==> src/rtl/mandelbrot_frame_scheduler.sv <==
// Mandelbrot frame scheduler: walks the complex-plane grid of one frame,
// issues one point per cycle to the iteration accelerator, forwards the
// accelerator's results to the pixel sink and counts them until the frame
// has fully drained.
module mandelbrot_frame_scheduler #(
  parameter int H_RES = 640,  // pixels per line (2..1023)
  parameter int V_RES = 480   // lines per frame (1..1023)
) (
  input  logic        clock,
  input  logic        reset,
  input  logic        start,
  input  logic [31:0] re_start,
  input  logic [31:0] im_start,
  input  logic [31:0] re_delta,
  input  logic [31:0] im_delta,
  // point issue towards the accelerator
  output logic [31:0] real_part_out,
  output logic [31:0] imaginary_part_out,
  output logic [9:0]  x_coord_out,
  output logic [9:0]  y_coord_out,
  output logic        data_in_write,
  input  logic        data_in_full,
  // accelerator result port (show-ahead)
  input  logic [9:0]  acc_x,
  input  logic [9:0]  acc_y,
  input  logic [10:0] acc_iter,
  input  logic        acc_in_set,
  input  logic        acc_available,
  output logic        acc_read,
  // result stream towards the pixel sink
  output logic        pix_valid,
  input  logic        pix_ready,
  output logic [9:0]  pix_x,
  output logic [9:0]  pix_y,
  output logic [10:0] pix_iter,
  output logic        pix_in_set,
  // frame status
  output logic        busy,
  output logic        done
);

  typedef enum logic [1:0] {
    IDLE  = 2'd0,
    ISSUE = 2'd1,
    DRAIN = 2'd2,
    DONE  = 2'd3
  } state_t;

  localparam logic [9:0]  X_LAST    = 10'(H_RES - 1);
  localparam logic [9:0]  Y_LAST    = 10'(V_RES - 1);
  localparam logic [19:0] PIX_TOTAL = 20'(H_RES * V_RES);

  state_t      r_state;
  state_t      w_state_next;

  // frame configuration captured on an accepted start
  logic [31:0] r_re_start;
  logic [31:0] r_im_start;
  logic [31:0] r_re_delta;
  logic [31:0] r_im_delta;

  // pixel cursor: next point to be issued
  logic [9:0]  r_x;
  logic [9:0]  r_y;
  logic [31:0] r_re;
  logic [31:0] r_im;

  // registered issue port
  logic [31:0] r_real_out;
  logic [31:0] r_imag_out;
  logic [9:0]  r_x_out;
  logic [9:0]  r_y_out;
  logic        r_write;

  logic [19:0] r_result_count;

  logic        w_start_ok;
  logic        w_issue;
  logic        w_last_pixel;
  logic        w_pop;
  logic        w_count_en;

  assign w_last_pixel = (r_x == X_LAST) && (r_y == Y_LAST);

  // Results are only taken while a frame is in flight; anything that shows
  // up in IDLE stays queued in the accelerator.
  assign w_pop      = acc_available && pix_ready && (r_state != IDLE);
  assign w_count_en = w_pop && ((r_state == ISSUE) || (r_state == DRAIN));

  // State register
  always_ff @(posedge clock) begin
    if (reset) begin
      r_state <= IDLE;
    end else begin
      // NOTE: clocked state uses non-blocking '<=' so every register samples
      // pre-edge values; blocking '=' here would create ordering races.
      r_state <= w_state_next;
    end
  end

  // Next-state logic and per-cycle issue/accept decisions
  always_comb begin
    // NOTE: every signal written here gets a default first; a missing
    // assignment on any path would infer a latch.
    w_state_next = r_state;
    w_start_ok   = 1'b0;
    w_issue      = 1'b0;
    case (r_state)
      IDLE: begin
        if (start) begin
          w_start_ok   = 1'b1;
          w_state_next = ISSUE;
        end
      end
      ISSUE: begin
        if (!data_in_full) begin
          w_issue = 1'b1;
          if (w_last_pixel) begin
            w_state_next = DRAIN;
          end
        end
      end
      DRAIN: begin
        if (r_result_count >= PIX_TOTAL) begin
          w_state_next = DONE;
        end
      end
      DONE: begin
        w_state_next = IDLE;
      end
      default: begin
        w_state_next = IDLE;
      end
    endcase
  end

  // Configuration capture, pixel cursor walk and registered issue port
  always_ff @(posedge clock) begin
    if (reset) begin
      r_re_start <= '0;
      r_im_start <= '0;
      r_re_delta <= '0;
      r_im_delta <= '0;
      r_x        <= '0;
      r_y        <= '0;
      r_re       <= '0;
      r_im       <= '0;
      r_real_out <= '0;
      r_imag_out <= '0;
      r_x_out    <= '0;
      r_y_out    <= '0;
      r_write    <= 1'b0;
    end else begin
      r_write <= w_issue;
      if (w_start_ok) begin
        r_re_start <= re_start;
        r_im_start <= im_start;
        r_re_delta <= re_delta;
        r_im_delta <= im_delta;
        r_x        <= '0;
        r_y        <= '0;
        r_re       <= re_start;
        r_im       <= im_start;
      end else if (w_issue) begin
        r_real_out <= r_re;
        r_imag_out <= r_im;
        r_x_out    <= r_x;
        r_y_out    <= r_y;
        if (w_last_pixel) begin
          // frame fully issued: park the cursor back at the frame origin
          r_x  <= '0;
          r_y  <= '0;
          r_re <= r_re_start;
          r_im <= r_im_start;
        end else if (r_x != X_LAST) begin
          r_x  <= r_x + 10'd1;
          r_re <= r_re + r_re_delta;  // two's complement wrap by design
        end else begin
          r_x  <= '0;
          r_re <= r_re_start;
          r_y  <= r_y + 10'd1;
          r_im <= r_im + r_im_delta;
        end
      end
    end
  end

  // Count results handed to the sink during the frame
  always_ff @(posedge clock) begin
    if (reset) begin
      r_result_count <= '0;
    end else if (w_start_ok) begin
      r_result_count <= '0;
    end else if (w_count_en) begin
      r_result_count <= r_result_count + 20'd1;
    end
  end

  assign real_part_out      = r_real_out;
  assign imaginary_part_out = r_imag_out;
  assign x_coord_out        = r_x_out;
  assign y_coord_out        = r_y_out;
  assign data_in_write      = r_write;

  assign acc_read   = w_pop;
  assign pix_valid  = acc_available;
  assign pix_x      = acc_x;
  assign pix_y      = acc_y;
  assign pix_iter   = acc_iter;
  assign pix_in_set = acc_in_set;

  assign busy = (r_state != IDLE);
  assign done = (r_state == DONE);

endmodule
==> config.mk <==
export PLATFORM = sky130hd
export DESIGN_NAME = mandelbrot_frame_scheduler
export DESIGN_NICKNAME = d
export VERILOG_FILES = /design/src/rtl/mandelbrot_frame_scheduler.sv
export SDC_FILE = /design/constraint.sdc
export NUM_CORES = 1
export LEC_CHECK = 0
export BUFFER_PORTS_ARGS = -buffer_cell sky130_fd_sc_hd__buf_2
export CORE_ASPECT_RATIO = 1.1
export CORE_MARGIN = 5
export CORE_UTILIZATION = 58
export CTS_BUF_LIST = sky130_fd_sc_hd__clkbuf_4
export DETAILED_ROUTE_END_ITERATION = 10
export GPL_TIMING_DRIVEN = 0
export HOLD_SLACK_MARGIN = 0.05
export PLACE_DENSITY = 0.83
export SETUP_SLACK_MARGIN = 0.05
export SKIP_LAST_GASP = 1
export SLEW_MARGIN = 40
export SYNTH_ARGS = -nofsm -noshare
export SYNTH_HDL_FRONTEND = slang
export SYNTH_SLANG_ARGS = --single-unit
export TNS_END_PERCENT = 10
==> constraint.sdc <==
create_clock -name clock -period 3.47 [get_ports clock]
set_input_delay 0.1735 -clock clock [delete_from_list [all_inputs] [get_ports clock]]
set_output_delay 0.1735 -clock clock [all_outputs]
set_load 0.01 [all_outputs]
==> summary.txt, run 1 <==
Outcome
  • Status: finished, final reports clean

Hold path
  • Worst hold path type: input pin to register
  • Worst hold path depth: 4
  • Min-delay src: re_delta[3]
  • Hold EP: r_re_delta[3]

Global routing
  • Initial antenna violation count: 3
  • Number of global-route vias before repair: ~17000
  • First-pass GRT wire length: between 80 and 90 mm
  • Overall Global Routing Usage: 34.26%
  • Largest net degree at the start of global routing: 12
  • Total global routing overflow: 0

Timing
  • Final hold violations: 0
  • Fin crit share: a little over nine tenths
  • Final TNS setup: 0 ns
  • Max Clk Rate: around 290 MHz
  • Worst slew margin: approximately 45%
  • # setup viols final: 0
  • Worst-margin pin slew: ~0.83 ns
  • Final Hold Slack: ~0.23 ns
  • Unrepaired setup endpoints after global routing: yes
  • Post-layout min period: between 3 and 4 ns
  • Post-Route Skew: about 0.044 ns
  • Final slew viol count: 0

Floorplan
  • Chip Width: 165.5 µm
  • Num rows: 62
  • Chip height: roughly 180 µm
  • Initial Util: approximately three fifths
  • IO Pins: 287
  • Die area: between 0.02 and 0.03 mm²
  • Core area: ~0.026 mm²

Run
  • MaxCap Viol Count: 0

Synth
  • Post-synth top cells: nand2_1 (519), dfxtp_1 (319), a21oi_1 (314), clkbuf_1 (111), nor2_1 (89)
  • Post-synth EDFFs: 0
  • Predominant post-synthesis flop cell: dfxtp_1
  • Syn_area_per_cell: approximately 7.8 µm²
  • Synth area leader: dfxtp_1
  • Distinct cells, synth: between 60 and 70
  • Ys Warns: 0
  • Post-Syn Area: between 0.015 and 0.02 mm²
  • Mapped Nets: 2211
  • Top post-synthesis cells by area: dfxtp_1 (41%), nand2_1 (13%), a21oi_1 (10%), ha_1 (5.8%), o211ai_1 (2.9%)
  • Most common cell in the netlist: nand2_1
  • Syn Inst Count: 1972
  • Seq/Total Area, Yosys: between 40% and 50%
  • Async S/R FF share, synth: 0%
  • Area share of the largest cell type after synthesis: between 40% and 50%
  • Synthesized flop and latch total: between 300 and 400

Routing
  • DR pass1 iterations: 7
  • Drt initial violations: 1585
  • Residual DRC: 0
  • Post-DR vias/cell: approximately 6
  • Drt wl/cell: about 19 µm
  • Antenna Violating Nets Remaining: 0
  • Routed via count: approximately 17000
  • Total Wirelength: 53.66 mm

Worst setup path
  • Crit. path cell count: 11
  • CP Cell Sequence: inv_1 -> ha_1 -> nor2b_1 -> clkbuf_1 -> and3_1 -> clkbuf_1 -> and2_1 -> clkbuf_1 -> nand2_1 -> or4_1 -> o211ai_1
  • Max stage delay on crit path: 0.59 ns
  • Slowest CP cell: or4_1
  • Worst Setup Start Kind: register
  • Crit Path Max Fanout: 9
  • Reg-to-Reg End: r_im[31]
  • CP bufs+invs: 4
  • Kind of end point of the critical path: register
  • Worst Path Required: between 4 and 5 ns
  • CP top delay family: simple AND/OR/NAND/NOR gates
  • R2r worst-path depth: 11
  • Internal reg-to-reg setup slack: 0.07 ns
  • Reg2reg start: r_state[1]
  • Cell seen most often among critical-path stages: clkbuf_1
  • Crit Path Class: register to register
  • Worst EP arrival: about 4 ns

Power
  • Worst-case vdd ir drop: 0.3354 mV
  • Pwr Density: a little under 600 mW/mm²
  • Net Sw Frac: 37.53%
  • Int Power: between 7 and 8 mW
  • Clk pwr share: between 20% and 30%
  • Sequential share of power: approximately 40%
  • Switching pwr: 4.291 mW
  • Leak pwr: between 8 and 9 nW
  • Combinational share of power: a little under a third

CTS
  • Clock transition at path regs: roughly 0.070 ns
  • H-Tree Level Count: 3
  • Clock latency reported for the late side of the worst-skew pair: a little over 0.7 ns
  • CTS tree: done
  • Clock root buffer: clkbuf_4
  • CTS Buffer Depth: 3
  • Clk sinks: about 320
  • CTS buffer count: 82

Placement
  • DP HPWL: about 36 mm
  • I/O Buffers: 254
  • Routability cong.: between 0.9 and 1

Final layout
  • Fin util: 74.69%
  • Final layout net count: roughly 2700
  • P&R area growth vs syn: 26.64%
  • Share of layout cells above drive strength 1: between 10% and 20%
[metrics by stage]
step	power, mW	area [µm²]	setup slack (ns)	instances
2_1_floorplan	6.859	15420	0.4712	1972
3_3_place_gp	7.838	17130	-0.05896	2578
3_5_place_dp	7.961	17140	-0.1067	2578
4_1_cts	11.26	19470	0.02471	2843
5_1_grt	11.97	19520	-0.08056	2847
6_report	11.43	19530	0.07094	2850
[logic make-up (layout without fill, tap and decap cells)]
logic type | after synthesis | in the layout | synth area share [%]
other | 0 | 6 | 0
and+or+nand+nor | 730 | 730 | 19.67
buffers and inverters | 172 | 692 | 4.999
xor gates and xnor gates | 79 | 79 | 4.488
muxes | 4 | 4 | 0.2597
DFF | 319 | 319 | 41.42
AOI/OAI and AO/OA | 595 | 595 | 23.14
adders and majority gates | 73 | 73 | 6.021
[worst max-delay path by stage]
stage / start / to / slack [ns]
2_1_floorplan: r_im_delta[0] / r_im[30] / 0.47
6_report: r_state[1] / r_im[31] / 0.07
3_5_place_dp: r_im[0] / r_im[30] / -0.11
3_3_place_gp: r_re_delta[0] / r_re[30] / -0.06
5_1_grt: r_re_delta[0] / r_re[30] / -0.08
4_1_cts: r_im[0] / r_im[30] / 0.02
[worst min-delay path: stages]
cell and delay, ns:
dlygate4sd3_1 0.52, buf_2 0.12, nand2_1 0.04, a21oi_1 0.05
[power groups by stage]
stage,Combinational (mW),Sequential (mW),Clock [mW]
4_1_cts,3.49,4.55,3.22
2_1_floorplan,2.36,4.50,0
3_5_place_dp,3.34,4.63,0
6_report,3.63,4.58,3.23
3_3_place_gp,3.23,4.61,0
5_1_grt,3.93,4.61,3.43
[metal layers]
metal	track usage, %	up-vias	routed length (µm)
li1	-	7822	-
met1	40.67	7751	19330
met2	56.03	1165	24710
met3	7.338	279	6106
met4	21.29	0	3517
met5	0	-	0
[area by class of cell]
type                       count  area (µm²)
clock inverter                22       165.2
fill                        1929        6616
inverter                      17       63.81
clock buffer                 109       818.3
antenna                        6       15.01
multi-input combinational   1481        8303
tap                          352       440.4
sequential                   319        6386
timing repair buffer         389        2620
buffer                       155       714.4
[state kept, by name (all words and copies together) (netlist names)]
register and flops:
imaginary_part_out 32, r_im 32, r_im_delta 32, r_im_start 32
r_re 32, r_re_delta 32, r_re_start 32, real_part_out 32
r_result_count 20, r_x 10, r_y 10, x_coord_out 10
y_coord_out 10, r_state 2, data_in_write 1
[what timing repair did]
| action | CTS | global route |
|---|---|---|
| endpoints found under the hold margin | 194 | 0 |
| gates cloned | 0 | 0 |
| hold buffers | 134 | 0 |
| pin swaps | 0 | 2 |
| setup endpoints to repair | 8 | 18 |
| setup buffers | 0 | 1 |
| gates resized for setup | 4 | 7 |
[cells in the final DEF (no fill, tap or decap), types with 34 or more instances in the layout]
master         instances
o211ai_1              59
dfxtp_1              319
buf_2                255
nor2_1                89
a21oi_1              311
ha_1                  71
xor2_1                46
nand2_1              519
o21ai_0               66
buf_4                 34
dlygate4sd3_1        134
a21o_1                38
clkbuf_4             109
clkbuf_1             106
No activity file was read; power rests on OpenSTA's default activity.
==> run 2: changes to the inputs <==
==> constraint.sdc (replaced) <==
create_clock -name clock -period 3.47 [get_ports clock]
set_input_delay 0.1735 -clock clock [delete_from_list [all_inputs] [get_ports clock]]
set_output_delay 0.1735 -clock clock [all_outputs]
set_load 0.1 [all_outputs]
==> run 2 against run 1 <==
Against the previous run: register-to-register slack better by 0.10 ns; via count down 0.79%; flip-flop and latch count unchanged; clock power up 3%; non-clock buffer count down 2; design area up 0.32%.
==> summary.txt, run 2 (same netlist as run 1, synthesis figures left out) <==
Timing
  • Final slew viol count: 0 (unchanged)
  • Post-Route Skew: 0.05519 ns (+0.01131 ns)
  • Fin crit share: 95.06% (-2.9 points)
  • Final hold violations: 0 (unchanged)
  • # setup viols final: 0 (unchanged)
  • Final Hold Slack: 0.2487 ns (+0.01705 ns)
  • Worst-margin pin slew: 0.8823 ns (+0.05480 ns)
  • Post-layout min period: 3.299 ns (-0.1003 ns)
  • Final TNS setup: 0 ns (unchanged)
  • Unrepaired setup endpoints after global routing: yes
  • Final worst slack: 0.1713 ns (+0.1003 ns)
  • Max Clk Rate: 303.1 MHz (+3.0%)
  • Worst slew margin: 41.18% (-3.7 points)

Routing
  • Routed via count: 16883 (-0.79%)
  • DR pass1 iterations: 6 (-1)
  • Drt initial violations: 1577 (-0.50%)
  • Total Wirelength: 54.69 mm (+1.9%)
  • Drt wl/cell: 19.19 µm (+1.9%)
  • Residual DRC: 0 (unchanged)
  • Post-DR vias/cell: 5.924 (-0.79%)
  • Antenna Violating Nets Remaining: 0 (unchanged)

Worst setup path
  • Slowest CP cell: fa_2
  • Worst EP arrival: 3.88 ns (-0.14 ns)
  • Crit Path Class: register to register
  • Worst Setup Start Kind: register
  • CP bufs+invs: 0 (-4)
  • Kind of end point of the critical path: register
  • Crit Path Max Fanout: 3 (-6)
  • Max stage delay on crit path: 0.38 ns (-0.21 ns)
  • CP top delay family: compound AO/OA/AOI/OAI gates
  • CP Cell Sequence: ha_1 -> fa_2 -> a21oi_2 -> and4b_2 -> o2111ai_4 -> a31oi_4 -> a21oi_2 -> o221ai_1 -> a21o_1 -> a311oi_2 -> xor2_1 -> a221oi_2
  • Cell seen most often among critical-path stages: a21oi_2
  • Worst Path Required: 4.05 ns (-0.04 ns)

Global routing
  • Largest net degree at the start of global routing: 12 (unchanged)
  • Initial antenna violation count: 3 (unchanged)
  • First-pass GRT wire length: 84.59 mm (+1.8%)
  • Total global routing overflow: 0 (unchanged)
  • Number of global-route vias before repair: 16809 (-0.23%)
  • Overall Global Routing Usage: 35.12% (+0.87 points)

Final layout
  • Share of layout cells above drive strength 1: 17.87% (+0.53 points)
  • Most frequent cells in the layout: nand2_1 (519), dfxtp_1 (319), a21oi_1 (311)
  • P&R area growth vs syn: 27.05%
  • Commonest non-fill, non-tap cell in the layout: nand2_1
  • Design Area, Final: 0.01959 mm² (+0.32%)
  • Final layout net count: 2682 (-0.075%)

Power
  • Leak pwr: 8.317 nW (+0.22%)
  • Total power: 12.01 mW (+5.1%)
  • Pwr Density: 613.3 mW/mm² (+4.7%)
  • Worst-case vdd ir drop: 0.5768 mV (+72%)

Floorplan
  • Die area: 0.02995 mm² (unchanged)
  • Core area: 0.02614 mm² (unchanged)
  • Chip height: 181.0 µm (unchanged)
  • Num rows: 62 (unchanged)
  • IO Pins: 287 (unchanged)
  • Chip Width: 165.5 µm (unchanged)
  • Initial Util: 58.98% (unchanged)

Placement
  • Post-Place Worst Slack: -0.1665 ns (-0.05979 ns)
  • I/O Buffers: 254 (unchanged)
  • DP HPWL: 36.63 mm (+0.71%)
  • Post-DP Area: 0.01714 mm² (about the same)
  • Routability cong.: 0.9418 (-1.3%)

CTS
  • CTS Buffer Depth: 3 (unchanged)
  • Clock transition at path regs: 0.07 ns (about the same)
  • Clk sinks: 319 (unchanged)
  • H-Tree Level Count: 3 (unchanged)
  • CTS tree: done
  • CTS buffer count: 82 (unchanged)
  • Clock root buffer: clkbuf_4
  • Clock latency reported for the late side of the worst-skew pair: 0.71 ns (about the same)

Run
  • MaxCap Viol Count: 0 (unchanged)

Hold path
  • Worst hold path type: input pin to register

Outcome
  • Status: finished, final reports clean
run 2: worst reg2reg max path: stages (launching register included):
cell	delay, ns
dfxtp_1	0.35
ha_1	0.23
fa_2	0.38
a21oi_2	0.20
and4b_2	0.28
o2111ai_4	0.26
a31oi_4	0.17
a21oi_2	0.21
o221ai_1	0.14
a21o_1	0.23
a311oi_2	0.31
xor2_1	0.15
a221oi_2	0.29
run 2: timing repair:
action                                 CTS  global route
gates cloned                             0             0
endpoints found under the hold margin  194             0
setup buffers                            0             2
resized for setup                        6            13
setup endpoints to repair               13            27
hold buffers                           132             0
pin swaps                                0             3
run 2: metrics by stage:
stage | cells | util [%]
floorplan | 1972 | -
global placement | 2578 | 65.55
detailed placement | 2578 | 65.56
CTS | 2847 | 74.68
global route | 2850 | 74.93
finish | 2850 | 74.93
run 2: worst paths after layout:
check                         start                end  slack, ns  cells after the start
hold reg to reg   real_part_out[12]  real_part_out[12]       0.45                      2
hold / removal          im_delta[5]      r_im_delta[5]       0.25                      4
setup reg to reg            r_im[0]           r_im[30]       0.17                     12
setup / recovery            r_im[0]           r_im[30]       0.17                     12
run 2: area by class of cell:
class	count	area, µm²
diodes	2	5.005
inverters	17	67.56
multi-input cells	1481	8337
well taps	352	440.4
clock buffers	117	878.3
plain buffers	154	710.7
flip-flops and latches	319	6386
repair buffers	388	2608
fillers	1938	6554
clock inverters	20	156.4
run 2: per-layer routing:
| layer | track usage (%) | routed length, µm |
|---|---|---|
| met1 | 42.00 | 20610 |
| met2 | 58.12 | 25690 |
| met3 | 7.908 | 5244 |
| met4 | 19.21 | 3092 |
| met5 | 0 | 49 |
run 2: power by group:
group | leakage [nW] | switching [mW] | internal, mW
clock network | 0.617 | 1.57 | 1.76
registers | 2.60 | 0.408 | 4.17
logic | 5.10 | 2.80 | 1.31
==> run 3: changes to the inputs <==
--- a/config.mk
+++ b/config.mk
@@ -13,7 +13,7 @@
 export DETAILED_ROUTE_END_ITERATION = 10
 export GPL_TIMING_DRIVEN = 0
 export HOLD_SLACK_MARGIN = 0.05
-export PLACE_DENSITY = 0.83
+export PLACE_DENSITY = 0.82
 export SETUP_SLACK_MARGIN = 0.05
 export SKIP_LAST_GASP = 1
 export SLEW_MARGIN = 40
==> run 3 against run 2 <==
Against the previous run: critical path depth down 1; via count down 0.62%; first-iteration DRC count down 8.2%; flip-flop and latch count unchanged; count of clock-buffer cells in the layout down 4; combinational power about the same; largest cell class unchanged; register-to-register slack worse by 0.11 ns; core utilization about the same; highest routed layer is now met4.
==> summary.txt, run 3 (same netlist as run 1, synthesis figures left out) <==
Timing
  • Unrepaired setup endpoints after global routing: yes
  • Final slew viol count: 0 (unchanged)
  • Final Hold Slack: 0.2453 ns (-0.003459 ns)
  • Worst slew margin: 43.47% (+2.3 points)
  • Max Clk Rate: 293.4 MHz (-3.2%)
  • # setup viols final: 0 (unchanged)
  • Fin crit share: 98.22% (+3.2 points)
  • Post-Route Skew: 0.05064 ns (-0.004548 ns)
  • Post-layout min period: 3.408 ns (+0.1093 ns)
  • Final hold violations: 0 (unchanged)
  • Worst-margin pin slew: 0.8479 ns (-0.03432 ns)

Placement
  • Post-DP Area: 0.01714 mm² (unchanged)
  • I/O Buffers: 254 (unchanged)
  • Routability cong.: 0.9458 (+0.42%)
  • DP HPWL: 36.86 mm (+0.62%)

Final layout
  • Fin util: 74.91% (about the same)
  • Fillers: 1911 (-1.4%)
  • P&R area growth vs syn: 27.01% (about the same)
  • Design Area, Final: 0.01958 mm² (about the same)
  • Seq. cell area: 0.006386 mm² (unchanged)
  • Share of layout cells above drive strength 1: 17.74% (-0.13 points)
  • Commonest non-fill, non-tap cell in the layout: nand2_1
  • Multi-input logic area: 0.008320 mm² (-0.20%)
  • Final layout net count: 2687 (+0.19%)
  • Most frequent cells in the layout: nand2_1 (519), dfxtp_1 (319), a21oi_1 (311)

Global routing
  • Largest net degree at the start of global routing: 12 (unchanged)
  • Initial antenna violation count: 2 (-1)
  • Overall Global Routing Usage: 34.81% (-0.31 points)
  • Number of global-route vias before repair: 16570 (-1.4%)
  • First-pass GRT wire length: 84.04 mm (-0.65%)
  • Total global routing overflow: 0 (unchanged)

Floorplan
  • IO Pins: 287 (unchanged)
  • Chip Width: 165.5 µm (unchanged)
  • Die area: 0.02995 mm² (unchanged)
  • Chip height: 181.0 µm (unchanged)
  • Initial Util: 58.98% (unchanged)
  • Core area: 0.02614 mm² (unchanged)
  • Num rows: 62 (unchanged)

Hold path
  • Min-delay src: im_delta[10]
  • Worst hold path type: input pin to register
  • Hold EP: r_im_delta[10]
  • Worst hold path depth: 4 (unchanged)

CTS
  • H-Tree Level Count: 3 (unchanged)
  • CTS tree: done
  • Clock root buffer: clkbuf_4
  • CTS Buffer Depth: 3 (unchanged)
  • Clock transition at path regs: 0.07 ns (about the same)
  • Clock latency reported for the late side of the worst-skew pair: 0.72 ns (about the same)
  • Clk sinks: 319 (unchanged)
  • CTS buffer count: 82 (unchanged)

Worst setup path
  • Kind of end point of the critical path: register
  • Worst Path Required: 4.01 ns (-0.04 ns)
  • CP bufs+invs: 0 (unchanged)
  • Crit Path Max Fanout: 3 (unchanged)
  • Worst EP arrival: 3.95 ns (+0.07 ns)
  • Crit Path Class: register to register
  • Slowest CP cell: or4b_1
  • Reg-to-Reg End: r_re[30]
  • CP Launch Point: r_re[0]
  • Max stage delay on crit path: 0.49 ns (+0.11 ns)
  • Reg2reg start: r_re[0]
  • Internal reg-to-reg setup slack: 0.06 ns (-0.11 ns)
  • Crit. path cell count: 11 (-1)
  • CP top delay family: compound AO/OA/AOI/OAI gates
  • Worst Setup Start Kind: register
  • CP Cell Sequence: ha_1 -> fa_1 -> a211oi_1 -> o21ai_1 -> a21oi_2 -> o31ai_1 -> a221oi_2 -> o21ai_1 -> or4b_1 -> a31oi_1 -> a211oi_1
  • R2r worst-path depth: 11 (-1)

Routing
  • Metal3 WL: 5.184 mm (-1.1%)
  • Met2 WL post-DR: 25.13 mm (-2.2%)
  • Antenna Violating Nets Remaining: 0 (unchanged)
  • DR pass1 iterations: 8 (+2)
  • Routed via count: 16778 (-0.62%)
  • Max Used Layer: met4
  • Drt wl/cell: 18.83 µm (-1.9%)
  • Residual DRC: 0 (unchanged)
  • Post-DR vias/cell: 5.860 (-1.1%)
  • Total Wirelength: 53.92 mm (-1.4%)
  • Drt initial violations: 1448 (-8.2%)
  • WL met1: 20.55 mm (-0.33%)

Run
  • MaxCap Viol Count: 0 (unchanged)

Power
  • Net Sw Frac: 40.29% (+0.53 points)
  • Sequential share of power: 38.5% (+0.4 points)
  • Leak pwr: 8.321 nW (about the same)
  • Combinational share of power: 34.5% (+0.3 points)
  • Total power: 11.84 mW (-1.5%)
  • Worst-case vdd ir drop: 0.4347 mV (-25%)
  • Int Power: 7.068 mW (-2.3%)
  • Switching pwr: 4.770 mW (-0.14%)
  • Pwr Density: 604.5 mW/mm² (-1.4%)
  • Clk pwr share: 27.0% (-0.7 points)

Outcome
  • Status: finished, final reports clean
run 3: layout make-up:
cell class                 count  area share (%)
multi-input combinational   1481           42.49
sequential                   319           32.61
timing repair buffer         392           13.49
clock buffer                 113           4.332
buffer                       155           3.648
tap                          352           2.249
clock inverter                32          0.8114
inverter                      17          0.3450
antenna                        2         0.02556
run 3: worst max path at each step:
stage	slack, ns	to
after detailed placement	-0.21	r_re[30]
final	0.06	r_re[30]
after global placement	-0.08	r_re[30]
after CTS	0.02	r_im[30]
after floorplan	0.35	r_result_count[17]
after global routing	-0.07	r_re[30]
run 3: what timing repair did:
item                                    CTS  global route
resized for setup                         5             9
hold endpoints to repair                194             0
hold buffers                            134             0
endpoints found under the setup margin    3            28
buffers inserted                          0             4
pin swaps                                 0             6
run 3: worst reg2reg max path, cell delays in order, from the launching register on:
cell      delay [ns]
dfxtp_1         0.33
ha_1            0.23
fa_1            0.44
a211oi_1        0.36
o21ai_1         0.22
a21oi_2         0.21
o31ai_1         0.15
a221oi_2        0.40
o21ai_1         0.19
or4b_1          0.49
a31oi_1         0.19
a211oi_1        0.07
run 3: per-layer routing:
layer	track usage, %	vias to the layer above
li1	-	7831
met1	42.92	7751
met2	56.78	970
met3	6.905	226
met4	19.08	0
met5	0	-
run 3: power groups by stage:
stage          registers [mW]  clock network (mW)  logic (mW)
4_1_cts                  4.54                3.20        3.96
6_report                 4.56                3.19        4.09
3_3_place_gp             4.60                   0        3.71
2_1_floorplan            4.72                   0        2.59
5_1_grt                  4.60                3.41        4.41
3_5_place_dp             4.62                   0        3.81
run 3: through the flow:
stage                     cells  setup TNS [ns]  worst slack [ns]
after global routing       2863         -0.1401          -0.07138
after floorplan            1972               0            0.3470
after global placement     2578        -0.09811          -0.07851
final                      2863               0           0.06193
after CTS                  2857               0           0.01823
after detailed placement   2578         -0.2988           -0.2059
